File: config.mk
export PLATFORM = sky130hd
export DESIGN_NAME = alu_cmd_sequencer
export DESIGN_NICKNAME = d
export VERILOG_FILES = /design/src/rtl/alu_pkg.sv /design/src/rtl/alu_regfile.sv /design/src/rtl/alu_cmd_sequencer.sv
export SDC_FILE = /design/constraint.sdc
export NUM_CORES = 1
export LEC_CHECK = 0
export ABC_AREA = 1
export CORE_ASPECT_RATIO = 1.4
export CORE_MARGIN = 2
export CORE_UTILIZATION = 35
export DETAILED_ROUTE_END_ITERATION = 6
export PLACE_DENSITY = 0.68
export SETUP_SLACK_MARGIN = 0.1
export SYNTH_ARGS = -nofsm -noshare
export SYNTH_HDL_FRONTEND = slang
export SYNTH_HIERARCHICAL = 1
export SYNTH_SLANG_ARGS = --single-unit
File: constraint.sdc
create_clock -name clk -period 3.8 [get_ports clk]
set_input_delay 0.76 -clock clk [delete_from_list [all_inputs] [get_ports clk]]
set_output_delay 0.76 -clock clk [all_outputs]
set_load 0.05 [all_outputs]
File: src/rtl/alu_pkg.sv
`default_nettype none
// ============================================================================
// Module   : alu_pkg
// Brief    : Shared opcode constants and sequencer FSM state encoding for the
//            8-bit ALU and its command front-end.
// Revision : 1.0 - initial release
// ============================================================================
package alu_pkg;

  // ALU select codes, driven on alu_sel
  localparam logic [2:0] ALU_ADD = 3'b000;  // A + B, wraps modulo 256
  localparam logic [2:0] ALU_SHL = 3'b001;  // A << 1, logical
  localparam logic [2:0] ALU_SHR = 3'b010;  // A >> 1, logical
  localparam logic [2:0] ALU_CNT = 3'b011;  // ALU free-running counter
  localparam logic [2:0] ALU_AND = 3'b100;
  localparam logic [2:0] ALU_OR  = 3'b101;
  localparam logic [2:0] ALU_XOR = 3'b110;
  localparam logic [2:0] ALU_NOP = 3'b111;  // result is 0

  // Data width of the ALU datapath
  localparam int DATA_W = 8;

  // Sequencer states: accept, hold operands for the ALU, write back
  typedef enum logic [1:0] {
    IDLE  = 2'd0,
    ISSUE = 2'd1,
    WB    = 2'd2
  } state_t;

  // Operand B selection: immediate or register read
  function automatic logic [DATA_W-1:0] sel_operand_b(
    input logic              use_imm,
    input logic [DATA_W-1:0] imm,
    input logic [DATA_W-1:0] reg_val
  );
    return use_imm ? imm : reg_val;
  endfunction

endpackage
`default_nettype wire

File: src/rtl/alu_regfile.sv
`default_nettype none
// ============================================================================
// Module   : alu_regfile
// Brief    : NREG x 8-bit register file with asynchronous reset, one
//            synchronous write port and three combinational read ports
//            (operand A, operand B, debug).
// Revision : 1.0 - initial release
// ============================================================================
module alu_regfile
  import alu_pkg::*;
#(
  parameter  int NREG = 4,
  localparam int AW   = (NREG > 1) ? $clog2(NREG) : 1
) (
  input  logic              clk,
  input  logic              rst,
  input  logic              i_we,
  input  logic [AW-1:0]     i_waddr,
  input  logic [DATA_W-1:0] i_wdata,
  input  logic [AW-1:0]     i_raddr_a,
  input  logic [AW-1:0]     i_raddr_b,
  input  logic [AW-1:0]     i_raddr_d,
  output logic [DATA_W-1:0] o_rdata_a,
  output logic [DATA_W-1:0] o_rdata_b,
  output logic [DATA_W-1:0] o_rdata_d
);

  logic [DATA_W-1:0] r_mem [NREG];

  // Storage: cleared on reset, single write per cycle
  always_ff @(posedge clk or posedge rst) begin
    if (rst) begin
      for (int i = 0; i < NREG; i++) begin
        r_mem[i] <= '0;
      end
    end else if (i_we) begin
      r_mem[i_waddr] <= i_wdata;
    end
  end

  // Reads are unregistered, so a write becomes visible only after its edge
  assign o_rdata_a = r_mem[i_raddr_a];
  assign o_rdata_b = r_mem[i_raddr_b];
  assign o_rdata_d = r_mem[i_raddr_d];

endmodule
`default_nettype wire

File: src/rtl/alu_cmd_sequencer.sv
`default_nettype none
// ============================================================================
// Module   : alu_cmd_sequencer
// Brief    : Command front-end for the 8-bit ALU. Accepts one command at a
//            time, reads operands from an internal register file, drives the
//            ALU, captures its result and writes it back. Three cycles per
//            command: IDLE (accept) -> ISSUE (ALU evaluates) -> WB (write).
// Revision : 1.0 - initial release
// ============================================================================
module alu_cmd_sequencer
  import alu_pkg::*;
#(
  parameter  int NREG = 4,
  localparam int AW   = (NREG > 1) ? $clog2(NREG) : 1
) (
  input  logic              clk,
  input  logic              reset,
  // command handshake
  input  logic              cmd_valid,
  output logic              cmd_ready,
  input  logic [2:0]        cmd_op,
  input  logic [AW-1:0]     cmd_dst,
  input  logic [AW-1:0]     cmd_srca,
  input  logic [AW-1:0]     cmd_srcb,
  input  logic              cmd_use_imm,
  input  logic [DATA_W-1:0] cmd_imm,
  // ALU side
  output logic [DATA_W-1:0] alu_a,
  output logic [DATA_W-1:0] alu_b,
  output logic [2:0]        alu_sel,
  input  logic [DATA_W-1:0] alu_result,
  // completion
  output logic              done,
  output logic [AW-1:0]     done_dst,
  output logic [DATA_W-1:0] done_data,
  // debug read
  input  logic [AW-1:0]     rd_addr,
  output logic [DATA_W-1:0] rd_data
);

  state_t            r_state;
  state_t            w_state_next;
  logic              w_accept;
  logic              w_capture;
  logic              w_wb;
  logic              w_ready;

  logic [DATA_W-1:0] r_alu_a;
  logic [DATA_W-1:0] r_alu_b;
  logic [2:0]        r_alu_sel;
  logic [AW-1:0]     r_dst;
  logic [DATA_W-1:0] r_result;

  logic [DATA_W-1:0] w_rdata_a;
  logic [DATA_W-1:0] w_rdata_b;
  logic [DATA_W-1:0] w_opb;

  // Operand storage; write-back happens only in the WB state
  alu_regfile #(
    .NREG (NREG)
  ) u_regfile (
    .clk       (clk),
    .rst       (reset),
    .i_we      (w_wb),
    .i_waddr   (r_dst),
    .i_wdata   (r_result),
    .i_raddr_a (cmd_srca),
    .i_raddr_b (cmd_srcb),
    .i_raddr_d (rd_addr),
    .o_rdata_a (w_rdata_a),
    .o_rdata_b (w_rdata_b),
    .o_rdata_d (rd_data)
  );

  assign w_opb = sel_operand_b(cmd_use_imm, cmd_imm, w_rdata_b);

  // FSM state register; reset abandons any command in flight
  always_ff @(posedge clk or posedge reset) begin
    if (reset) begin
      r_state <= IDLE;
    end else begin
      r_state <= w_state_next;
    end
  end

  // Next-state and per-state strobes; commands outside IDLE are ignored
  always_comb begin
    w_state_next = r_state;
    w_accept     = 1'b0;
    w_capture    = 1'b0;
    w_wb         = 1'b0;
    w_ready      = 1'b0;
    case (r_state)
      IDLE: begin
        w_ready = 1'b1;
        if (cmd_valid) begin
          w_accept     = 1'b1;
          w_state_next = ISSUE;
        end
      end
      ISSUE: begin
        w_capture    = 1'b1;
        w_state_next = WB;
      end
      WB: begin
        w_wb         = 1'b1;
        w_state_next = IDLE;
      end
      default: begin
        w_state_next = IDLE;
      end
    endcase
  end

  // Datapath: operands sampled at accept (so dst==src sees the old value),
  // result captured at the end of ISSUE, select parked on NOP after WB
  always_ff @(posedge clk or posedge reset) begin
    if (reset) begin
      r_alu_a   <= '0;
      r_alu_b   <= '0;
      r_alu_sel <= ALU_NOP;
      r_dst     <= '0;
      r_result  <= '0;
    end else begin
      if (w_accept) begin
        r_alu_a   <= w_rdata_a;
        r_alu_b   <= w_opb;
        r_alu_sel <= cmd_op;
        r_dst     <= cmd_dst;
      end
      if (w_capture) begin
        r_result <= alu_result;
      end
      if (w_wb) begin
        r_alu_sel <= ALU_NOP;
      end
    end
  end

  assign cmd_ready = w_ready;
  assign alu_a     = r_alu_a;
  assign alu_b     = r_alu_b;
  assign alu_sel   = r_alu_sel;
  assign done      = w_wb;
  assign done_dst  = r_dst;
  assign done_data = r_result;

endmodule
`default_nettype wire

==> results_tabular.tex, run 1 <==
\begin{tabular}{lr}
\hline
Metric & Value \\
\hline
\multicolumn{2}{l}{\textbf{Yosys}} \\
\quad List of most frequent post-synthesis cells & nand2\_1 (265), nand3\_1 (62), dfrtp\_1 (60) \\
\quad Most repeated cell in the gate-level netlist after synthesis & nand2\_1 \\
\quad Synth Flop Type & dfrtp\_1 \\
\quad Number of nets in the synthesized netlist & 549 \\
\quad Cell types occupying the most area after synthesis & dfrtp\_1 (41\%), nand2\_1 (27\%), nand3\_1 (8.5\%) \\
\quad Count of yosys warnings during synthesis & 6 \\
\quad Unique cell type count in the Yosys netlist & 17 \\
\quad Post-Syn Instances & 518 \\
\quad \#FFs+latches synth & 63 \\
\quad Post-synth EDFFs & 0 \\
\quad Cell type contributing the most total cell area after synthesis & dfrtp\_1 \\
\quad Mapped Area & 3640 sq um \\
\quad Yosys top cell area share & 41.3\% \\
\quad Synthesized area per cell & 7.02 sq um \\
\quad Sequential fraction of the synthesis area & 43.4\% \\
\quad Async SR Flop Fraction & 100\% \\
\multicolumn{2}{l}{\textbf{Clock network}} \\
\quad Clk pin slew, worst setup/hold paths & 0.06 ns \\
\quad Buffer count from post-CTS setup fixing & 0 \\
\quad Number of gates given a new drive strength after cts & 0 \\
\quad Maximum clock path buffer count & 2 \\
\quad \# hold bufs at CTS & 0 \\
\quad TritonCTS clock tree & done \\
\quad Latest clock arrival within the worst-skew pair & 0.33 ns \\
\quad Buffer cell driving the clock tree root & clkbuf\_16 \\
\quad Maximum level of the CTS H-tree & 3 \\
\quad Inserted Clock Buffers & 9 \\
\quad Num Clock Sinks & 63 \\
\multicolumn{2}{l}{\textbf{Worst hold path}} \\
\quad Worst Hold Depth & 2 \\
\quad Worst hold path endpoint & u\_regfile/r\_mem[13] \\
\quad Startpoint of the worst hold path & u\_regfile/r\_mem[13] \\
\quad Class of the tightest hold or removal check & reg -> reg \\
\multicolumn{2}{l}{\textbf{Finish}} \\
\quad Footprint of the multi-input gates & 1660 sq um \\
\quad Filler instances & 1093 \\
\quad ANT cells & 0 \\
\quad Sequential cell area & 1580 sq um \\
\quad Area growth from synthesis to layout & 27.9\% \\
\quad Count of nets after finishing & 612 \\
\quad Post-route cell area & 4650 sq um \\
\quad Fraction of layout instances using a drive strength above 1 & 10.1\% \\
\multicolumn{2}{l}{\textbf{Floorplan}} \\
\quad I/O Pins & 70 \\
\quad CORE AREA & 10200 sq um \\
\quad Number of standard-cell rows in the floorplan & 44 \\
\quad Die area & 11200 sq um \\
\quad Starting utilization of the core area & 35.5\% \\
\quad Floorplan die width & 90.2 um \\
\quad Die height & 125 um \\
\multicolumn{2}{l}{\textbf{Critical path}} \\
\quad Highest-delay cell along the critical path & clkdlybuf4s50\_1 \\
\quad Peak per-stage delay on the critical path & 0.67 ns \\
\quad Critical R2R Launch & r\_state[0] \\
\quad Family with the most delay on the worst path & buffers and inverters \\
\quad Data arrival time of the worst path & 2.12 ns \\
\quad Reg2reg setup slack & 2.12 ns \\
\quad Crit end category & output port \\
\quad Sort of element at the start of the critical path & input pin \\
\quad Most frequent cell on the critical path & nand2\_1 \\
\quad Largest fanout of any net on the critical path & 16 \\
\quad WS Path Type & in -> out \\
\quad Number of cell instances on the worst register-to-register path & 7 \\
\quad WP data required & 3.04 ns \\
\quad Endpoint of the worst register-to-register path & u\_regfile/r\_mem[3] \\
\quad Critical path depth & 6 \\
\quad Crit-path cells & clkdlybuf4s50\_1 > inv\_2 > nand2\_1 > nand3\_1 > nand2\_1 > buf\_4 \\
\quad Critical path buffers and inverters & 3 \\
\multicolumn{2}{l}{\textbf{Status}} \\
\quad Result of the run & completed \\
\multicolumn{2}{l}{\textbf{Timing}} \\
\quad Worst slew pin tran & 0.734 ns \\
\quad Clock period minus worst slack & 2.88 ns \\
\quad Max Fclk & 347 MHz \\
\quad Max-slew violation count & 0 \\
\quad Final clock skew & 0.00605 ns \\
\quad Final setup violation count & 0 \\
\quad Tightest hold margin & 0.470 ns \\
\quad Relative slew slack & 51.1\% \\
\quad RSZ-0062 raised after global routing & false \\
\quad Setup TNS Final & 0 ns \\
\quad Final Cycle Share & 75.8\% \\
\quad Number of endpoints with negative hold slack in the final report & 0 \\
\multicolumn{2}{l}{\textbf{Pwr}} \\
\quad Flop pwr share & 32.8\% \\
\quad Internal power contribution & 1.90 mW \\
\quad Switching component of the power & 1.58 mW \\
\quad Highest ir drop seen on vdd & 0.331 mV \\
\quad LEAKAGE & 2.52 nW \\
\quad Power Dens Cells & 749 nW/um\^{}2 \\
\quad Sw frac & 45.4\% \\
\quad Proportion of power drawn by the clock network & 23.4\% \\
\quad Combinational Power Share & 43.9\% \\
\multicolumn{2}{l}{\textbf{Global routing}} \\
\quad Wire length of the first global-routing pass & 17300 um \\
\quad Total global routing overflow & 0 \\
\quad Total global-route track usage & 19.7\% \\
\quad Via count of the first global-routing pass & 3496 \\
\quad Initial antenna violation count & 0 \\
\quad Largest net degree at the start of global routing & 33 \\
\multicolumn{2}{l}{\textbf{Drt}} \\
\quad Vias/cell & 4.86 \\
\quad Pre-Repair DR Iteration Count & 5 \\
\quad Number of nets still failing antenna checks after routing & 0 \\
\quad Total number of vias & 3520 \\
\quad Initial drt markers & 320 \\
\quad DRT Wirelength & 10400 um \\
\quad Number of DRC violations after detailed routing & 0 \\
\quad Wirelength per Cell & 14.3 um \\
\multicolumn{2}{l}{\textbf{Placement}} \\
\quad Port bufs & 69 \\
\quad Final RePlAce weighted congestion & 0.974 \\
\quad Post-Place Cell Area & 4350 sq um \\
\quad Sum of net half-perimeters after detailed placement & 7950 um \\
\multicolumn{2}{l}{\textbf{Job}} \\
\quad Number of max-cap violations & 0 \\
\hline
\end{tabular}
-- how the worst max path moves through the flow --
| stage | startpoint | end | slack, ns |
|---|---|---|---|
| global placement | rd_addr[0] | rd_data[6] | 0.97 |
| detailed placement | rd_addr[0] | rd_data[0] | 0.94 |
| floorplan | rd_addr[0] | rd_data[0] | 1.49 |
| global route | rd_addr[0] | rd_data[1] | 0.84 |
| CTS | done_dst[1] | done_dst[1] | 0.94 |
| finish | rd_addr[0] | rd_data[0] | 0.92 |
-- registers in the layout, indices dropped and copies added, names as in the netlist --
| register | count |
|---|---|
| r_state | 2 |
| alu_b | 8 |
| done_data | 8 |
| alu_a | 8 |
| u_regfile/r_mem | 32 |
| alu_sel | 3 |
| done_dst | 2 |
-- worst reg2reg max path: cells and delay by family (launching register included) --
kind,cells,cell delay [ns]
DFF,1,0.43
AOI/OAI and AO/OA,1,0.06
and+or+nand+nor,3,0.56
buffers and inverters,3,0.51
-- layer usage --
layer,GRT usage [%],share of wire [%],wire length (um)
met2,32.9,49,5030
met1,22.0,40,4140
met3,4.05,4.4,458
met5,0,0,0
met4,14.7,7.1,733
-- placed cells by master (no fill, tap or decap), types with 4 or more instances in the layout --
master           netlist  final
nand2_1              265    265
o21ai_2                8      8
o21ai_0                8      8
inv_1                 54     54
clkbuf_16              0      9
dfrtp_1               60     60
buf_4                 10     13
nand4_1               16     16
clkdlybuf4s50_1        0     61
nand2_2                4      4
inv_2                  9      9
nand3_1               62     62
-- cells by family (layout without fill, tap and decap cells) --
logic type | count (synthesis) | count (layout) | synth area share (%)
buffers and inverters | 85 | 153 | 11.1
AND/OR/NAND/NOR | 354 | 354 | 42.5
flip-flops | 63 | 63 | 43.4
AO/OA/AOI/OAI | 16 | 16 | 3.03
-- stage by stage --
step	utilization (%)	power [mW]	cells	worst slack [ns]
6_report	45.4	3.48	724	0.919
3_3_place_gp	42.5	2.65	708	0.974
3_5_place_dp	42.5	2.67	708	0.941
4_1_cts	45.4	3.50	724	0.942
5_1_grt	45.4	3.70	724	0.838
2_1_floorplan	-	2.16	518	1.49
-- area by class of cell --
cell class	count	area share [%]
Sequential cell	63	34.0
Timing Repair Buffer	74	15.2
Multi-Input combinational cell	370	35.6
Clock inverter	6	1.51
Inverter	63	5.08
Tap cell	138	3.71
Clock buffer	10	4.92
-- power groups by stage --
stage          clock [mW]  sequential (mW)  combinational, mW
6_report            0.813             1.14               1.53
5_1_grt             0.860             1.18               1.66
4_1_cts             0.833             1.14               1.53
3_5_place_dp            0             1.15               1.52
3_3_place_gp            0             1.14               1.51
2_1_floorplan           0             1.40              0.754
Note: power is estimated with default switching activity, not from simulation.
==> inputs of run 2 (changes only) <==
--- a/config.mk
+++ b/config.mk
@@ -10,7 +10,7 @@
 export CORE_MARGIN = 2
 export CORE_UTILIZATION = 35
 export DETAILED_ROUTE_END_ITERATION = 6
-export PLACE_DENSITY = 0.68
+export PLACE_DENSITY = 0.7
 export SETUP_SLACK_MARGIN = 0.1
 export SYNTH_ARGS = -nofsm -noshare
 export SYNTH_HDL_FRONTEND = slang
==> constraint.sdc (replaced) <==
create_clock -name clk -period 2.3 [get_ports clk]
set_input_delay 0.46 -clock clk [delete_from_list [all_inputs] [get_ports clk]]
set_output_delay 0.46 -clock clk [all_outputs]
set_load 0.05 [all_outputs]
==> results_tabular.tex, run 2 (synthesis results as in run 1) <==
\begin{tabular}{lr}
\hline
Metric & Value \\
\hline
\multicolumn{2}{l}{\textbf{Status}} \\
\quad Result of the run & completed \\
\multicolumn{2}{l}{\textbf{Finish}} \\
\quad Fraction of layout instances using a drive strength above 1 & 10.8\% (+0.78 points) \\
\quad Fraction of the core area covered by cells at the end of the flow & 46.9\% (+1.4 points) \\
\quad Most flops, register & u\_regfile/r\_mem \\
\quad Area growth from synthesis to layout & 31.9\% \\
\quad Post-route cell area & 4800 sq um (+3.1\%) \\
\quad Leading cell type in the layout, fill and taps excluded & nand2\_1 \\
\quad Number of flip-flops in the largest register & 32 (unchanged) \\
\quad Highest-count cells in the layout ignoring fill and taps & nand2\_1 (265), nand3\_1 (62), dfrtp\_1 (60), clkdlybuf4s50\_1 (55), inv\_1 (54) \\
\quad Count of nets after finishing & 616 (+0.65\%) \\
\quad ANT cells & 0 (unchanged) \\
\multicolumn{2}{l}{\textbf{Floorplan}} \\
\quad Floorplan die width & 90.2 um (unchanged) \\
\quad Die height & 125 um (unchanged) \\
\quad CORE AREA & 10200 sq um (unchanged) \\
\quad Die area & 11200 sq um (unchanged) \\
\quad Starting utilization of the core area & 35.5\% (unchanged) \\
\quad I/O Pins & 70 (unchanged) \\
\quad Number of standard-cell rows in the floorplan & 44 (unchanged) \\
\multicolumn{2}{l}{\textbf{Pwr}} \\
\quad LEAKAGE & 2.60 nW (+3.3\%) \\
\quad Highest ir drop seen on vdd & 0.554 mV (+67\%) \\
\quad Power Dens Cells & 1230 nW/um\^{}2 (+65\%) \\
\multicolumn{2}{l}{\textbf{Global routing}} \\
\quad Via count of the first global-routing pass & 3563 (+1.9\%) \\
\quad Total global routing overflow & 0 (unchanged) \\
\quad Initial antenna violation count & 0 (unchanged) \\
\quad Total global-route track usage & 20.1\% (+0.40 points) \\
\quad Wire length of the first global-routing pass & 18000 um (+3.9\%) \\
\quad Largest net degree at the start of global routing & 33 (unchanged) \\
\multicolumn{2}{l}{\textbf{Timing}} \\
\quad Clock period minus worst slack & 2.16 ns \\
\quad Number of endpoints with negative hold slack in the final report & 0 (unchanged) \\
\quad RSZ-0062 raised after global routing & false \\
\quad Max Fclk & 462 MHz \\
\quad Final clock skew & 0.00440 ns (-0.00165 ns) \\
\quad Max-slew violation count & 0 (unchanged) \\
\quad Relative slew slack & 53.7\% (+2.7 points) \\
\quad Setup TNS Final & 0 ns (unchanged) \\
\quad Final Cycle Share & 94.1\% \\
\quad Worst slew pin tran & 0.694 ns (-0.0400 ns) \\
\quad Final setup violation count & 0 (unchanged) \\
\multicolumn{2}{l}{\textbf{Placement}} \\
\quad Port bufs & 69 (unchanged) \\
\quad Final RePlAce weighted congestion & 0.965 (-0.92\%) \\
\quad Sum of net half-perimeters after detailed placement & 8050 um (+1.2\%) \\
\quad Post-Place Cell Area & 4500 sq um (+3.4\%) \\
\multicolumn{2}{l}{\textbf{Clock network}} \\
\quad Latest clock arrival within the worst-skew pair & 0.33 ns (about the same) \\
\quad Inserted Clock Buffers & 9 (unchanged) \\
\quad Buffer cell driving the clock tree root & clkbuf\_16 \\
\quad TritonCTS clock tree & done \\
\quad Num Clock Sinks & 63 (unchanged) \\
\quad Number of gates given a new drive strength after cts & 1 (+1) \\
\quad Buffer count from post-CTS setup fixing & 0 (unchanged) \\
\quad \# hold bufs at CTS & 0 (unchanged) \\
\quad Clk pin slew, worst setup/hold paths & 0.05 ns (about the same) \\
\quad Maximum level of the CTS H-tree & 3 (unchanged) \\
\quad Maximum clock path buffer count & 2 (unchanged) \\
\multicolumn{2}{l}{\textbf{Critical path}} \\
\quad WP data required & 1.84 ns (-1.20 ns) \\
\quad Critical path buffers and inverters & 1 (-2) \\
\quad Highest-delay cell along the critical path & clkdlybuf4s50\_1 \\
\quad Launch point of the critical path & done\_data[6] \\
\quad WS Path Type & reg -> out \\
\quad Crit end category & output port \\
\quad Critical R2R Launch & r\_state[0] \\
\quad Family with the most delay on the worst path & buffers and inverters \\
\quad Sort of element at the start of the critical path & flop \\
\quad Peak per-stage delay on the critical path & 0.87 ns (+0.20 ns) \\
\quad Data arrival time of the worst path & 1.70 ns (-0.42 ns) \\
\quad Largest fanout of any net on the critical path & 6 (-10) \\
\quad Crit-path cells & clkdlybuf4s50\_1 \\
\multicolumn{2}{l}{\textbf{Drt}} \\
\quad Initial drt markers & 266 (-17\%) \\
\quad Number of nets still failing antenna checks after routing & 0 (unchanged) \\
\quad Wirelength per Cell & 14.7 um (+2.5\%) \\
\quad Total number of vias & 3587 (+1.9\%) \\
\quad DRT Wirelength & 10700 um (+3.1\%) \\
\quad Vias/cell & 4.93 (+1.3\%) \\
\quad Number of DRC violations after detailed routing & 0 (unchanged) \\
\quad Pre-Repair DR Iteration Count & 6 (+1) \\
\multicolumn{2}{l}{\textbf{Job}} \\
\quad Number of max-cap violations & 0 (unchanged) \\
\multicolumn{2}{l}{\textbf{Worst hold path}} \\
\quad Class of the tightest hold or removal check & in -> async \\
\hline
\end{tabular}
run 2: changes by cell type in the layout (fill, tap and decap cells not counted), sizes merged:
cell and delta:
buf +7, clkdlybuf4s50 -6, clkbuf +3, clkinv -2
dlymetal6s2s +2, dlygate4sd2 +1, inv -1
run 2: worst paths after layout:
| kind | to | slack (ns) | cells past startpoint |
|---|---|---|---|
| max in group asynchronous | alu_sel[1] | 1.23 | 3 |
| hold / removal | done_data[5] | 0.42 | 2 |
| hold reg to reg | u_regfile/r_mem[8] | 0.47 | 2 |
| min in group clk | u_regfile/r_mem[8] | 0.47 | 2 |
| setup / recovery | done_data[6] | 0.14 | 1 |
| setup reg to reg | u_regfile/r_mem[4] | 0.58 | 6 |
run 2: routing by layer:
metal / share of wire (%) / vias up / global-route usage [%]
met2: 49 / 136 / 34.1
met3: 4.8 / 43 / 3.93
met4: 5.6 / 0 / 12.0
met5: 0 / - / 0
li1: - / 1737 / -
met1: 40 / 1671 / 23.3
run 2: power breakdown:
group          switching [mW]  total, mW  internal, mW
clock network           0.479       1.35         0.869
registers               0.369       1.89          1.52
logic                    1.79       2.67         0.885
total                    2.64       5.91          3.27
run 2: per-stage QoR:
step	total power, mW	setup slack, ns	std cells	hold slack (ns)
6_report	5.91	0.136	728	0.415
5_1_grt	6.26	0.109	728	0.446
4_1_cts	5.93	0.118	728	0.428
3_5_place_dp	4.57	0.233	712	0.460
3_3_place_gp	4.52	0.250	712	0.456
2_1_floorplan	3.57	0.588	518	0.442
run 2: cell type report:
cell class | count | area, sq um
Fill cell | 1069 | 5440
Multi-Input combinational cell | 370 | 1660
Sequential cell | 63 | 1580
Timing Repair Buffer | 78 | 860
Clock buffer | 13 | 250
Inverter | 63 | 236
Tap cell | 138 | 173
Clock inverter | 3 | 43.8
==> inputs of run 3 (changes only) <==
--- a/config.mk
+++ b/config.mk
@@ -11,8 +11,7 @@
 export CORE_UTILIZATION = 35
 export DETAILED_ROUTE_END_ITERATION = 6
 export PLACE_DENSITY = 0.7
-export SETUP_SLACK_MARGIN = 0.1
+export SETUP_SLACK_MARGIN = 0.05
 export SYNTH_ARGS = -nofsm -noshare
 export SYNTH_HDL_FRONTEND = slang
-export SYNTH_HIERARCHICAL = 1
 export SYNTH_SLANG_ARGS = --single-unit
==> results_tabular.tex, run 3 <==
\begin{tabular}{lr}
\hline
Metric & Value \\
\hline
\multicolumn{2}{l}{\textbf{Yosys}} \\
\quad Number of nets in the synthesized netlist & 476 (-13\%) \\
\quad Cell types occupying the most area after synthesis & dfrtp\_1 (45\%), nand2\_1 (19\%), nor2\_1 (7.2\%) \\
\quad \#FFs+latches synth & 63 (unchanged) \\
\quad Yosys top cell area share & 44.6\% (+3.3 points) \\
\quad Most repeated cell in the gate-level netlist after synthesis & nand2\_1 \\
\quad Sequential fraction of the synthesis area & 46.9\% (+3.5 points) \\
\quad Async SR Flop Fraction & 100\% (unchanged) \\
\quad Cell type contributing the most total cell area after synthesis & dfrtp\_1 \\
\quad List of most frequent post-synthesis cells & nand2\_1 (169), nor2\_1 (65), dfrtp\_1 (60) \\
\quad Synth Flop Type & dfrtp\_1 \\
\quad Mapped Area & 3370 sq um (-7.5\%) \\
\quad Post-Syn Instances & 445 (-14\%) \\
\quad Post-synth EDFFs & 0 (unchanged) \\
\quad Synthesized area per cell & 7.57 sq um (+7.7\%) \\
\quad Count of yosys warnings during synthesis & 0 (-6) \\
\quad Unique cell type count in the Yosys netlist & 20 (+3) \\
\multicolumn{2}{l}{\textbf{Clock network}} \\
\quad Maximum clock path buffer count & 2 (unchanged) \\
\quad Num Clock Sinks & 63 (unchanged) \\
\quad Inserted Clock Buffers & 9 (unchanged) \\
\quad Buffer cell driving the clock tree root & clkbuf\_16 \\
\quad Clk pin slew, worst setup/hold paths & 0.05 ns (about the same) \\
\quad \# hold bufs at CTS & 0 (unchanged) \\
\quad TritonCTS clock tree & done \\
\quad Latest clock arrival within the worst-skew pair & 0.33 ns (about the same) \\
\quad Maximum level of the CTS H-tree & 3 (unchanged) \\
\quad Number of gates given a new drive strength after cts & 0 (-1) \\
\quad Buffer count from post-CTS setup fixing & 0 (unchanged) \\
\multicolumn{2}{l}{\textbf{Drt}} \\
\quad Met3 wire length & 452 um (-11\%) \\
\quad Total number of vias & 3106 (-13\%) \\
\quad Uppermost metal layer occupied by signal nets & met4 \\
\quad Number of DRC violations after detailed routing & 0 (unchanged) \\
\quad Wirelength per Cell & 13.7 um (-6.4\%) \\
\quad Initial drt markers & 337 (+27\%) \\
\quad DRT Wirelength & 8690 um (-19\%) \\
\quad Routed length on met2 & 4370 um (-17\%) \\
\quad Pre-Repair DR Iteration Count & 5 (-1) \\
\quad Total routed wire length on the met1 layer & 3670 um (-14\%) \\
\quad Number of nets still failing antenna checks after routing & 0 (unchanged) \\
\quad Vias/cell & 4.91 (-0.41\%) \\
\multicolumn{2}{l}{\textbf{Finish}} \\
\quad ANT cells & 0 (unchanged) \\
\quad Number of flip-flops in the largest register & 32 (unchanged) \\
\quad Fraction of layout instances using a drive strength above 1 & 14.9\% (+4.1 points) \\
\quad Highest-count cells in the layout ignoring fill and taps & nand2\_1 (169), nor2\_1 (65), dfrtp\_1 (60), clkdlybuf4s50\_1 (57), o21ai\_2 (24) \\
\quad Count of nets after finishing & 549 (-11\%) \\
\quad Leading cell type in the layout, fill and taps excluded & nand2\_1 \\
\quad Area growth from synthesis to layout & 34.0\% \\
\quad Most flops, register & u\_regfile.r\_mem \\
\quad Fraction of the core area covered by cells at the end of the flow & 48.0\% (+1.1 points) \\
\multicolumn{2}{l}{\textbf{Timing}} \\
\quad Relative slew slack & 65.8\% (+12 points) \\
\quad RSZ-0062 raised after global routing & false \\
\quad Number of endpoints with negative hold slack in the final report & 0 (unchanged) \\
\quad Final clock skew & 0.00517 ns (+0.000771 ns) \\
\quad Final setup violation count & 0 (unchanged) \\
\quad Setup TNS Final & 0 ns (unchanged) \\
\quad Max Fclk & 469 MHz (+1.4\%) \\
\quad Worst slew pin tran & 0.512 ns (-0.183 ns) \\
\quad Clock period minus worst slack & 2.13 ns (-0.0306 ns) \\
\quad Max-slew violation count & 0 (unchanged) \\
\quad Final Cycle Share & 92.7\% (-1.3 points) \\
\multicolumn{2}{l}{\textbf{Job}} \\
\quad Number of max-cap violations & 0 (unchanged) \\
\multicolumn{2}{l}{\textbf{Critical path}} \\
\quad Critical R2R Launch & r\_state[0] \\
\quad Family with the most delay on the worst path & buffers and inverters \\
\quad Data arrival time of the worst path & 1.67 ns (-0.03 ns) \\
\quad Peak per-stage delay on the critical path & 0.86 ns (about the same) \\
\quad Endpoint of the worst register-to-register path & alu\_sel[2] \\
\quad Number of cell instances on the worst register-to-register path & 6 (unchanged) \\
\quad WP data required & 1.84 ns (about the same) \\
\quad Critical path depth & 1 (unchanged) \\
\quad Crit end category & output port \\
\quad Highest-delay cell along the critical path & clkdlybuf4s50\_1 \\
\quad Critical path buffers and inverters & 1 (unchanged) \\
\quad Reg2reg setup slack & 0.81 ns (+0.23 ns) \\
\quad Largest fanout of any net on the critical path & 4 (-2) \\
\quad Sort of element at the start of the critical path & flop \\
\quad WS Path Type & reg -> out \\
\quad Crit-path cells & clkdlybuf4s50\_1 \\
\multicolumn{2}{l}{\textbf{Global routing}} \\
\quad Initial antenna violation count & 0 (unchanged) \\
\quad Total global-route track usage & 17.8\% (-2.3 points) \\
\quad Via count of the first global-routing pass & 2969 (-17\%) \\
\quad Largest net degree at the start of global routing & 47 (+42\%) \\
\quad Total global routing overflow & 0 (unchanged) \\
\quad Wire length of the first global-routing pass & 14400 um (-20\%) \\
\multicolumn{2}{l}{\textbf{Floorplan}} \\
\quad Starting utilization of the core area & 35.8\% (+0.26 points) \\
\quad Die area & 10400 sq um (-7.2\%) \\
\quad CORE AREA & 9410 sq um (-8.1\%) \\
\quad I/O Pins & 70 (unchanged) \\
\quad Number of standard-cell rows in the floorplan & 42 (-4.5\%) \\
\quad Die height & 120 um (-3.7\%) \\
\quad Floorplan die width & 86.9 um (-3.6\%) \\
\multicolumn{2}{l}{\textbf{Pwr}} \\
\quad Highest ir drop seen on vdd & 0.524 mV (-5.3\%) \\
\quad Power Dens Cells & 1270 nW/um\^{}2 (+2.8\%) \\
\quad LEAKAGE & 2.16 nW (-17\%) \\
\multicolumn{2}{l}{\textbf{Placement}} \\
\quad Final RePlAce weighted congestion & 0.825 (-14\%) \\
\quad Sum of net half-perimeters after detailed placement & 6320 um (-22\%) \\
\quad Port bufs & 69 (unchanged) \\
\multicolumn{2}{l}{\textbf{Status}} \\
\quad Result of the run & completed \\
\multicolumn{2}{l}{\textbf{Worst hold path}} \\
\quad Class of the tightest hold or removal check & in -> async \\
\hline
\end{tabular}
-- run 3: cell families after synthesis --
| kind of cell | after synthesis | synth area share (%) |
|---|---|---|
| buffers and inverters | 48 | 6.99 |
| and+or+nand+nor | 257 | 31.7 |
| AOI/OAI and AO/OA | 77 | 14.4 |
| DFF | 63 | 46.9 |
-- run 3: stage by stage --
stage	area, sq um	worst slack (ns)	power (mW)	instances	hold slack [ns]
floorplan	3370	0.275	3.58	445	0.489
global placement	4250	0.0787	4.46	617	0.458
detailed placement	4250	0.0622	4.52	617	0.466
CTS	4510	0.0510	5.74	633	0.452
global route	4510	0.136	6.05	633	0.489
finish	4510	0.167	5.71	633	0.439
-- run 3: final cells by class --
class                      count  area (sq um)
timing repair buffer          81           873
fill                         925          4890
clock buffer                  12           236
multi-input combinational    334          1550
tap                          110           138
clock inverter                 4          22.5
inverter                      29           111
sequential                    63          1580
-- run 3: worst max path at each step --
stage / from / endpoint / slack [ns]
global placement: rd_addr[0] / rd_data[3] / 0.08
detailed placement: rd_addr[1] / rd_data[2] / 0.06
global route: done_dst[1] / done_dst[1] / 0.14
CTS: rd_addr[1] / rd_data[2] / 0.05
finish: done_dst[1] / done_dst[1] / 0.17
floorplan: reset / alu_a[0] / 0.28
-- run 3: power breakdown --
group / total (mW) / internal (mW) / switching [mW]
Clock: 1.20 / 0.723 / 0.479
Sequential: 2.01 / 1.55 / 0.462
Combinational: 2.50 / 0.938 / 1.56
Total: 5.71 / 3.21 / 2.50
-- run 3: layer usage --
layer	vias to the layer above	GRT usage, %
met3	15	3.92
li1	1559	-
met4	0	7.42
met2	101	29.2
met5	-	0
met1	1431	22.2
